==> src/rtl/cv32e40x_pkg.sv <==
// Shared types for the instruction aligner: alignment FSM states.
package cv32e40x_pkg;

  typedef enum logic [1:0] {
    ALIGN_WORD = 2'd0,
    ALIGN_HALF = 2'd1,
    ALIGN_SKIP = 2'd2
  } align_state_e;

  localparam logic [1:0] OPC_32B = 2'b11;

  function automatic logic is_32b(input logic [15:0] hw);
    return hw[1:0] == OPC_32B;
  endfunction

endpackage

==> src/rtl/cv32e40x_instr_aligner.sv <==
// Turns word-aligned fetch data into whole RV32IC instructions with halfword PCs.
//
//  state      | meaning
//  -----------+-----------------------------------------------------------
//  ALIGN_WORD | pc word aligned, no residual; issue from fetch word
//  ALIGN_HALF | res_q holds upper half of last word; pc points at it
//  ALIGN_SKIP | pc[1]=1 after redirect; drop low half of next word
module cv32e40x_instr_aligner
  import cv32e40x_pkg::*;
#(
  parameter logic [31:0] BOOT_ADDR = 32'h0000_0000
) (
  input  logic        clk,
  input  logic        rst,
  input  logic        fetch_valid_i,
  input  logic [31:0] fetch_rdata_i,
  input  logic        fetch_err_i,
  output logic        fetch_ready_o,
  input  logic        branch_i,
  input  logic [31:0] branch_addr_i,
  output logic        instr_valid_o,
  input  logic        instr_ready_i,
  output logic [31:0] instr_rdata_o,
  output logic [31:0] instr_addr_o,
  output logic        instr_err_o
);

  localparam logic [31:0] BOOT_PC = BOOT_ADDR & ~32'd1;
  localparam align_state_e BOOT_STATE = BOOT_ADDR[1] ? ALIGN_SKIP : ALIGN_WORD;

  align_state_e state_q, state_d;
  logic [31:0]  pc_q, pc_d;
  logic [15:0]  res_q, res_d;
  logic         res_err_q, res_err_d;
  logic         issue_valid, fetch_take;

  always_ff @(posedge clk) begin
    if (rst) begin
      state_q   <= BOOT_STATE;
      pc_q      <= BOOT_PC;
      res_q     <= 16'h0;
      res_err_q <= 1'b0;
    end else begin
      state_q   <= state_d;
      pc_q      <= pc_d;
      res_q     <= res_d;
      res_err_q <= res_err_d;
    end
  end

  always_comb begin
    state_d       = state_q;
    pc_d          = pc_q;
    res_d         = res_q;
    res_err_d     = res_err_q;
    issue_valid   = 1'b0;
    fetch_take    = 1'b0;
    instr_rdata_o = 32'h0;
    instr_err_o   = 1'b0;

    unique case (state_q)
      ALIGN_WORD: begin
        if (fetch_valid_i) begin
          issue_valid = 1'b1;
          instr_err_o = fetch_err_i;
          if (is_32b(fetch_rdata_i[15:0])) begin
            instr_rdata_o = fetch_rdata_i;
            if (instr_ready_i) begin
              fetch_take = 1'b1;
              pc_d       = pc_q + 32'd4;
            end
          end else begin
            instr_rdata_o = {16'h0, fetch_rdata_i[15:0]};
            if (instr_ready_i) begin
              fetch_take = 1'b1;
              res_d      = fetch_rdata_i[31:16];
              res_err_d  = fetch_err_i;
              pc_d       = pc_q + 32'd2;
              state_d    = ALIGN_HALF;
            end
          end
        end
      end
      ALIGN_HALF: begin
        if (!is_32b(res_q)) begin
          issue_valid   = 1'b1;
          instr_rdata_o = {16'h0, res_q};
          instr_err_o   = res_err_q;
          if (instr_ready_i) begin
            pc_d    = pc_q + 32'd2;
            state_d = ALIGN_WORD;
          end
        end else if (fetch_valid_i) begin
          // Straddling instruction: low half from residual, high half from new word.
          issue_valid   = 1'b1;
          instr_rdata_o = {fetch_rdata_i[15:0], res_q};
          instr_err_o   = res_err_q | fetch_err_i;
          if (instr_ready_i) begin
            fetch_take = 1'b1;
            res_d      = fetch_rdata_i[31:16];
            res_err_d  = fetch_err_i;
            pc_d       = pc_q + 32'd4;
          end
        end
      end
      ALIGN_SKIP: begin
        if (fetch_valid_i) begin
          fetch_take = 1'b1;
          res_d      = fetch_rdata_i[31:16];
          res_err_d  = fetch_err_i;
          state_d    = ALIGN_HALF;
        end
      end
      default: state_d = ALIGN_WORD;
    endcase

    // Redirect overrides any in-flight issue or fetch consumption.
    if (branch_i) begin
      issue_valid = 1'b0;
      fetch_take  = 1'b0;
      pc_d        = branch_addr_i & ~32'd1;
      res_d       = 16'h0;
      res_err_d   = 1'b0;
      state_d     = branch_addr_i[1] ? ALIGN_SKIP : ALIGN_WORD;
    end
  end

  assign instr_valid_o = issue_valid & ~rst;
  assign fetch_ready_o = fetch_take & ~rst;
  assign instr_addr_o  = pc_q;

endmodule

==> config.mk <==
export PLATFORM = sky130hd
export DESIGN_NAME = cv32e40x_instr_aligner
export DESIGN_NICKNAME = d
export VERILOG_FILES = /design/src/rtl/cv32e40x_pkg.sv /design/src/rtl/cv32e40x_instr_aligner.sv
export SDC_FILE = /design/constraint.sdc
export NUM_CORES = 1
export LEC_CHECK = 0
export ABC_AREA = 1
export CAP_MARGIN = 20
export CELL_PAD_IN_SITES_DETAIL_PLACEMENT = 1
export CELL_PAD_IN_SITES_GLOBAL_PLACEMENT = 2
export CORE_MARGIN = 3
export CORE_UTILIZATION = 34
export DETAILED_ROUTE_END_ITERATION = 8
export DONT_BUFFER_PORTS = 1
export PLACE_DENSITY_LB_ADDON = 0.1
export SYNTH_ARGS = -nofsm -noshare
export SYNTH_HDL_FRONTEND = slang
export SYNTH_SLANG_ARGS = --single-unit
==> constraint.sdc <==
create_clock -name clk -period 2.8 [get_ports clk]
set_input_delay 0.84 -clock clk [delete_from_list [all_inputs] [get_ports clk]]
set_output_delay 0.84 -clock clk [all_outputs]
set_load 0.05 [all_outputs]
# Word-level counts from Yosys, hierarchy flattened
# Index checks and enable logic that the tools add are counted.
[op_classes]
bitwise = 4
mux = 49
eq_ne = 17
add_sub_neg = 2
reduce_logical = 9
[op_table]
columns = ["op", "count"]
rows = [
  ["2-to-1 mux 32 bit", 11],
  ["one-hot mux 32 bit (2 select lines)", 2],
  ["2-to-1 mux 16 bit", 6],
  ["one-hot mux 16 bit (3 select lines)", 1],
  ["adder 32 x 2 -> 32 bit, second input constant", 1],
  ["adder 32 x 3 -> 32 bit, second input constant", 1],
  ["inequality test 3 bit, second input constant", 7],
  ["2-to-1 mux 1 bit", 16],
  ["2-to-1 mux 2 bit", 8],
  ["AND reduction 6 bit", 2],
  ["inequality test 2 bit, second input constant", 5],
  ["== test 2 bit, second input constant", 3],
  ["one-hot mux 1 bit (3 select lines)", 2],
  ["one-hot mux 2 bit (3 select lines)", 1],
  ["AND reduction 3 bit", 2],
  ["nonzero test 3 bit", 2],
  ["inequality test 4 bit, second input constant", 1],
  ["one-hot mux 1 bit (2 select lines)", 2],
  ["AND 1 bit", 2],
  ["== test 2 x 1 -> 1 bit, second input constant", 1],
  ["logical NOT 2 bit", 1],
  ["nonzero test 2 bit", 1],
  ["OR reduction 2 bit", 1],
  ["NOT 1 bit", 1],
  ["OR 1 bit", 1],
]
[totals]
reg_bits = 51
output_inout_bits = 67

# Logic depth before layout (Yosys ltp)
# Gate-level depths: netlist of run 1.
[logic_depth]
word_depth = 6
depth_mapped = 13
depth_no_buf = 13

# Worst setup path before layout of run 1
# Ideal clock, no wire load.
[synth_timing]
path_type = "input to output"
startpoint = "in branch_i"
endpoint = "out fetch_ready_o"
slack_ns = -1.844
cell_stages = 4
path_buffers = 1
required_ns = 1.960
arrival_ns = 3.804
cell_sequence = "buf_2 nor2_1 inv_1 a2111oi_0"
[synth_between]
elab_chain_len = 2
[synth_lines]
columns = ["item", "line", "text"]
rows = [
  ["start, declared", "cv32e40x_instr_aligner.sv:19", "input logic branch_i,"],
  ["2-to-1 mux 1 bit", "cv32e40x_instr_aligner.sv:118", "if (branch_i) begin"],
  ["AND 1 bit", "cv32e40x_instr_aligner.sv:129", "assign fetch_ready_o = fetch_take & ~rst;"],
  ["end, declared", "cv32e40x_instr_aligner.sv:18", "output logic fetch_ready_o,"],
]
# No other way between the ends.

# Worst setup path in the final report of run 1
[layout_timing]
startpoint = "reg state_q[1]"
endpoint = "out instr_rdata_o[16]"
[layout_between]
elab_chain_len = 2
elab_cells_between_ends = 3
classes_between = "eq/ne (1); mux (1); reduce/logical (1)"
[layout_lines]
columns = ["item", "line", "text"]
rows = [
  ["start, declared", "cv32e40x_instr_aligner.sv:31", "align_state_e state_q, state_d;"],
  ["start signal, assigned", "cv32e40x_instr_aligner.sv:44", "state_q <= state_d;"],
  ["== test 2 x 1 -> 1 bit / logical NOT 2 bit (equally long branches)", "cv32e40x_instr_aligner.sv:61", "unique case (state_q)"],
  ["one-hot mux 32 bit (2 select lines) *", "cv32e40x_instr_aligner.sv:61", ""],
  ["end, declared", "cv32e40x_instr_aligner.sv:23", "output logic [31:0] instr_rdata_o,"],
]
# Mark *: on every way between the ends. The rest lies on a longest branch, timed or not.

==> impl_metrics.sql, run 1 <==
INSERT INTO impl_metrics (metric_group, metric, value, unit) VALUES
('run_status', 'outcome', 'finished, final reports clean', ''),
('grt', 'grt.overflow.total', '0', ''),
('critical_path', 'critPathArrivalTime', '1800', 'ps'),
('grt', 'antenna_violations_before_repair', '0', ''),
('route', 'routed-via-count', '4613', ''),
('route', 'ant_nets', '0', ''),
('final_layout', 'stdcell_count', '856', ''),
('grt', 'first_pass_grt_wire_length', '25360', 'µm'),
('route', 'drt_pass1_iterations', '4', ''),
('power_and_ir_drop', 'power_frac_comb', '34.8', '%'),
('clocking', 'cts.sink_count', '50', ''),
('logic_synthesis', 'largest_cells_by_area_after_synthesis', 'dfxtp_1 (26%), nand2_1 (18%), a21oi_1 (8.9%)', ''),
('power_and_ir_drop', 'power.density', '459.5', 'nW/µm²'),
('route', 'viasPerCell', '5.389', ''),
('logic_synthesis', 'yosys.area.top_type', 'dfxtp_1', ''),
('power_and_ir_drop', 'netSwitchingPower', '0.9275', 'mW'),
('logic_synthesis', 'syn_area', '3866', 'µm²'),
('die', 'floorplan.die.width', '112.6', 'µm'),
('sta', 'worst_pin_slew', '710.3', 'ps'),
('route', 'drt-initial-drc-count', '185', ''),
('die', 'initial_utilization', '35.20', '%'),
('final_layout', 'area_grow_syn2layout', '28.12', '%'),
('clocking', 'cts_tree', 'built', ''),
('sta', 'fin_worst_skew', '8.397', 'ps'),
('critical_path', 'required', '1960', 'ps'),
('flow_run', 'timing.max_cap.violations', '0', ''),
('critical_path', 'reg2reg_setup_slack', '620', 'ps'),
('sta', 'slew_violations', '0', ''),
('logic_synthesis', 'synth.top_cell.area_share', '25.89', '%'),
('die', 'die_area', '12690', 'µm²'),
('grt', 'grt_start_max_net_pins', '48', ''),
('final_layout', 'layout_commonest_cell', 'nand2_1', ''),
('route', 'routed_wl', '15350', 'µm'),
('sta', 'timing.final.crit_period', '2645', 'ps'),
('logic_synthesis', 'postSynthAreaPerCell', '5.745', 'µm²'),
('die', 'io_pins', '137', ''),
('sta', 'grt_setup_unrepaired', 'false', ''),
('route', 'remaining_drc_errors', '0', ''),
('sta', 'hold_viol', '0', ''),
('placed_design', 'place_inst', '848', ''),
('logic_synthesis', 'synth_seq_cells', '50', ''),
('sta', 'period_share', '94.46', '%'),
('clocking', 'h-tree-depth', '2', ''),
('sta', 'setup_viol', '0', ''),
('grt', 'grt_util_all_layers', '24.64', '%'),
('sta', 'max_slew_margin', '52.59', '%'),
('logic_synthesis', 'ys_warn_count', '0', ''),
('sta', 'max_clock_freq', '378.1', 'MHz'),
('die', 'die_height', '112.6', 'µm'),
('die', 'placementRows', '38', ''),
('clocking', 'clk_root_buffer_cell', 'clkbuf_16', ''),
('power_and_ir_drop', 'power.static_leakage', '1.982', 'nW'),
('final_layout', 'finish.net_count', '787', ''),
('power_and_ir_drop', 'peakVddDrop', '268.2', 'µV'),
('logic_synthesis', 'synth.yosys.seq_area_share', '25.89', '%'),
('final_layout', 'stdcell_area', '4954', 'µm²'),
('clocking', 'cts.clk_slew.worst_paths', '70', 'ps'),
('clocking', 'cts_inserted_buffers', '5', ''),
('clocking', 'cts_resized', '0', ''),
('worst_hold_path', 'timing.hold.worst.class', 'reg2reg', ''),
('final_layout', 'layout.cells.most_common_list', 'nand2_1 (184), inv_1 (77), nor2_1 (75), a21oi_1 (68), buf_4 (62)', ''),
('critical_path', 'critPathKind', 'reg2out', ''),
('critical_path', 'setup.worst_path.end_class', 'output pin', ''),
('placed_design', 'gp_congestion', '0.8405', ''),
('grt', 'grt_pass1_vias', '5038', ''),
('clocking', 'post-cts-setup-buffer-count', '0', ''),
('final_layout', 'antenna-diode-count', '0', ''),
('placed_design', 'dpl_cell_area', '4793', 'µm²'),
('power_and_ir_drop', 'p_sw_share', '40.74', '%'),
('logic_synthesis', 'post_synthesis_cell_count', '673', ''),
('critical_path', 'cp_max_fo', '16', ''),
('power_and_ir_drop', 'power.sequential.fraction', '36.3', '%'),
('placed_design', 'hpwlAfterDp', '11650', 'µm'),
('route', 'detail_routed_net_length_per_standard_cell', '17.93', 'µm'),
('clocking', 'clock_path_buffers', '2', ''),
('placed_design', 'io_buffer_count', '0', ''),
('logic_synthesis', 'netlist-cell-type-count', '38', ''),
('die', 'core', '10980', 'µm²'),
('final_layout', 'layout-drive-gt1-share', '17.88', '%'),
('critical_path', 'critPathLaunchType', 'register', ''),
('power_and_ir_drop', 'pwr-share-clk', '29.0', '%'),
('logic_synthesis', 'syn_nets', '745', ''),
('clocking', 'clock_insertion_delay_worst_skew', '310', 'ps'),
('clocking', 'cts_hold_buf', '0', ''),
('power_and_ir_drop', 'internal_power', '1.349', 'mW');
-- layout make-up --
class,count,area [µm²]
fill,1494,6030
multi-input combinational,511,2793
sequential,50,1001
timing repair buffer,65,525.5
inverter,82,307.8
tap,140,175.2
clock buffer,6,138.9
clock inverter,2,12.51
-- power groups by stage --
stage                     Combinational [mW]  Clock (mW)  Sequential, mW
after global placement                 0.772           0           0.840
final                                  0.791       0.659           0.826
after detailed placement               0.794           0           0.843
after floorplan                        0.488           0           0.959
after global routing                   0.862       0.701           0.834
after CTS                              0.796       0.687           0.826
-- worst max-delay path, cell delays in order, from the launching register on --
cell	delay, ps
dfxtp_1	510
nor2_1	170
nand3_1	110
buf_4	370
o32ai_2	130
buf_4	210
-- synth_stat cells --
| cell | n |
|---|---|
| a2111oi_0 | 1 |
| a211oi_1 | 2 |
| a21o_1 | 1 |
| a21oi_1 | 69 |
| a22o_1 | 1 |
| and3_1 | 1 |
| buf_1 | 3 |
| buf_2 | 10 |
| buf_4 | 2 |
| buf_6 | 2 |
| clkbuf_1 | 13 |
| conb_1 | 1 |
| dfxtp_1 | 50 |
| ha_1 | 2 |
| inv_1 | 77 |
| inv_2 | 5 |
| nand2_1 | 184 |
| nand2_2 | 2 |
| nand2_4 | 3 |
| nand3_1 | 34 |
| nand3_2 | 1 |
| nand4_1 | 6 |
| nor2_1 | 75 |
| nor2_2 | 3 |
| nor2_4 | 2 |
| nor2b_1 | 2 |
| nor3_1 | 7 |
| nor3b_1 | 2 |
| o2111ai_1 | 2 |
| o211ai_1 | 5 |
| o21ai_0 | 55 |
| o21ai_1 | 8 |
| o21ai_2 | 3 |
| o21bai_1 | 1 |
| o22ai_1 | 32 |
| o32ai_1 | 2 |
| or2_2 | 3 |
| xor2_1 | 1 |
-- per-stage QoR --
| step | setup TNS [ps] | total power, mW | setup WS, ps | hold slack [ps] | utilization, % |
|---|---|---|---|---|---|
| 2_1_floorplan | -1274 | 1.447 | -465.1 | 430.3 | - |
| 3_3_place_gp | 0 | 1.612 | 198.2 | 445.6 | 43.64 |
| 3_5_place_dp | 0 | 1.637 | 153.7 | 470.9 | 43.64 |
| 4_1_cts | 0 | 2.309 | 42.38 | 482.5 | 45.02 |
| 5_1_grt | 0 | 2.398 | 26.22 | 496.5 | 45.10 |
| 6_report | 0 | 2.276 | 155.1 | 474.9 | 45.10 |
-- flip-flops by register name, indices dropped and copies added, names as in the netlist --
signal and cells:
res_err_q 1, res_q 16, state_q 2, instr_addr_o 31
-- layer usage --
metal	track usage [%]	share of wire [%]
met4	6.490	1.8
met1	29.29	42
met5	0	0
met2	44.67	50
met3	5.283	6.0
-- cell families after synthesis --
family / after synthesis / share of synthesized area [%]
simple gates: 325 / 35.31
compound gates: 182 / 26.05
buf+inv: 112 / 11.78
flops: 50 / 25.89
fa+ha+maj: 2 / 0.6471
xor+xnor: 1 / 0.2266
other cells: 1 / 0.09699
-- path summary, 6_finish.rpt --
check,startpoint,endpoint,depth (start not counted)
max,state_q[1],instr_rdata_o[16],5
min,res_q[9],res_q[9],2
max reg2reg,state_q[0],instr_addr_o[24],11
min reg2reg,res_q[9],res_q[9],2
Note: power is estimated with default switching activity, not from simulation.
==> inputs of run 2 (changes only) <==
--- a/constraint.sdc
+++ b/constraint.sdc
@@ -3,2 +3,2 @@
 set_output_delay 0.84 -clock clk [all_outputs]
-set_load 0.05 [all_outputs]
+set_load 0.01 [all_outputs]
==> impl_metrics.sql, run 2 (synthesis results as in run 1) <==
INSERT INTO impl_metrics (metric_group, metric, value, unit) VALUES
('run_status', 'outcome', 'finished, final reports clean', ''),
('critical_path', 'cp_max_fo', '14', ''),
('placed_design', 'io_buffer_count', '0', ''),
('die', 'die_area', '12690', 'µm²'),
('route', 'remaining_drc_errors', '0', ''),
('power_and_ir_drop', 'p_sw_share', '33.73', '%'),
('sta', 'timing.final.crit_period', '2580', 'ps'),
('grt', 'grt_util_all_layers', '22.65', '%'),
('clocking', 'cts_tree', 'built', ''),
('grt', 'global_route.usage.met3', '5.013', '%'),
('clocking', 'post-cts-setup-buffer-count', '0', ''),
('grt', 'grt.overflow.total', '0', ''),
('grt', 'groute.layer.met2.usage', '38.90', '%'),
('power_and_ir_drop', 'pwr-share-clk', '36.5', '%'),
('final_layout', 'number_of_flip_flops_in_the_largest_register', '31', ''),
('clocking', 'cts_hold_buf', '0', ''),
('route', 'viasPerCell', '5.405', ''),
('placed_design', 'hpwlAfterDp', '10750', 'µm'),
('route', 'routed-via-count', '4367', ''),
('clocking', 'clk_root_buffer_cell', 'clkbuf_16', ''),
('die', 'placementRows', '38', ''),
('sta', 'totalNegativeSetupSlack', '0', 'ps'),
('flow_run', 'timing.max_cap.violations', '0', ''),
('grt', 'use_met1', '29.10', '%'),
('grt', 'first_pass_grt_wire_length', '23410', 'µm'),
('final_layout', 'stdcell_area', '4188', 'µm²'),
('sta', 'fin_worst_skew', '11.03', 'ps'),
('sta', 'grt_setup_unrepaired', 'false', ''),
('critical_path', 'critPathKind', 'reg2out', ''),
('die', 'io_pins', '137', ''),
('grt', 'antenna_violations_before_repair', '0', ''),
('power_and_ir_drop', 'power.sequential.fraction', '43.1', '%'),
('clocking', 'cts.sink_count', '50', ''),
('placed_design', 'dpl_cell_area', '4023', 'µm²'),
('power_and_ir_drop', 'peakVddDrop', '269.8', 'µV'),
('power_and_ir_drop', 'power.density', '475.5', 'nW/µm²'),
('final_layout', 'finish.net_count', '739', ''),
('sta', 'hold_viol', '0', ''),
('power_and_ir_drop', 'internal_power', '1.320', 'mW'),
('route', 'drt-initial-drc-count', '214', ''),
('clocking', 'cts_inserted_buffers', '5', ''),
('route', 'ant_nets', '0', ''),
('clocking', 'clock_insertion_delay_worst_skew', '310', 'ps'),
('critical_path', 'required', '1960', 'ps'),
('critical_path', 'critPathArrivalTime', '1740', 'ps'),
('route', 'routed_wl', '14330', 'µm'),
('sta', 'slew_violations', '0', ''),
('power_and_ir_drop', 'power_frac_comb', '20.5', '%'),
('route', 'drt_pass1_iterations', '4', ''),
('critical_path', 'setup.worst_path.end_class', 'output pin', ''),
('power_and_ir_drop', 'design_power_total', '1.991', 'mW'),
('final_layout', 'layout.cells.most_common_list', 'nand2_1 (184), inv_1 (77), nor2_1 (75), a21oi_1 (69), o21ai_0 (55)', ''),
('clocking', 'clock_path_buffers', '2', ''),
('power_and_ir_drop', 'power.static_leakage', '1.698', 'nW'),
('route', 'detail_routed_net_length_per_standard_cell', '17.74', 'µm'),
('die', 'core', '10980', 'µm²'),
('grt', 'grt_pass1_vias', '4563', ''),
('die', 'floorplan.die.width', '112.6', 'µm'),
('final_layout', 'layout-drive-gt1-share', '7.036', '%'),
('clocking', 'cts.clk_slew.worst_paths', '70', 'ps'),
('clocking', 'cts_resized', '0', ''),
('die', 'initial_utilization', '35.20', '%'),
('sta', 'period_share', '92.14', '%'),
('placed_design', 'gp_congestion', '0.8694', ''),
('final_layout', 'post-route-util', '38.13', '%'),
('clocking', 'h-tree-depth', '2', ''),
('sta', 'setup_viol', '0', ''),
('grt', 'grt_start_max_net_pins', '48', ''),
('worst_hold_path', 'timing.hold.worst.class', 'reg2reg', ''),
('sta', 'worst_pin_slew', '779.7', 'ps'),
('die', 'die_height', '112.6', 'µm'),
('final_layout', 'antenna-diode-count', '0', ''),
('grt', 'top_usage_layer', 'met2', ''),
('sta', 'max_clock_freq', '387.6', 'MHz'),
('sta', 'max_slew_margin', '47.89', '%'),
('power_and_ir_drop', 'netSwitchingPower', '0.6716', 'mW'),
('critical_path', 'critPathLaunchType', 'register', ''),
('final_layout', 'layout_commonest_cell', 'nand2_1', ''),
('final_layout', 'area_grow_syn2layout', '8.317', '%');
==> run 2: routing by layer <==
layer / routed length, µm / vias to the layer above
met4: 148 / 0
met1: 6685 / 2076
met3: 610 / 10
li1: - / 2197
met5: 0 / -
met2: 6888 / 84
==> run 2: final timing paths <==
path	cells past startpoint	end	from	slack (ps)
max	3	instr_rdata_o[6]	state_q[1]	220
min	2	res_q[5]	res_q[5]	460
max reg2reg	8	instr_addr_o[14]	instr_addr_o[2]	640
min reg2reg	2	res_q[5]	res_q[5]	460
==> run 2: through the flow <==
stage / instances / hold WS (ps) / setup WS [ps]
4_1_cts: 808 / 457.6 / 257.0
6_report: 808 / 456.0 / 220.1
2_1_floorplan: 673 / 430.0 / 72.89
3_3_place_gp: 800 / 439.8 / 363.0
3_5_place_dp: 800 / 446.3 / 351.7
5_1_grt: 808 / 489.2 / 124.8
==> run 2: layout make-up <==
type | instances | area, µm²
Inverter | 82 | 307.8
Clock buffer | 5 | 125.1
Multi-Input combinational cell | 511 | 2411
Timing Repair Buffer | 17 | 127.6
Fill cell | 1495 | 6795
Sequential cell | 50 | 1001
Tap cell | 140 | 175.2
Clock inverter | 3 | 40.04
==> run 2: critical path: stages, from the launching register on <==
cell and delay, ps:
dfxtp_1 400, nor2_1 320, inv_1 320, o22ai_1 400
==> run 2: power by group through the flow <==
stage	Clock [mW]	Combinational, mW	Sequential, mW
finish	0.726	0.408	0.857
global route	0.769	0.468	0.870
detailed placement	0	0.409	0.875
floorplan	0	0.334	0.845
CTS	0.749	0.411	0.859
global placement	0	0.394	0.872
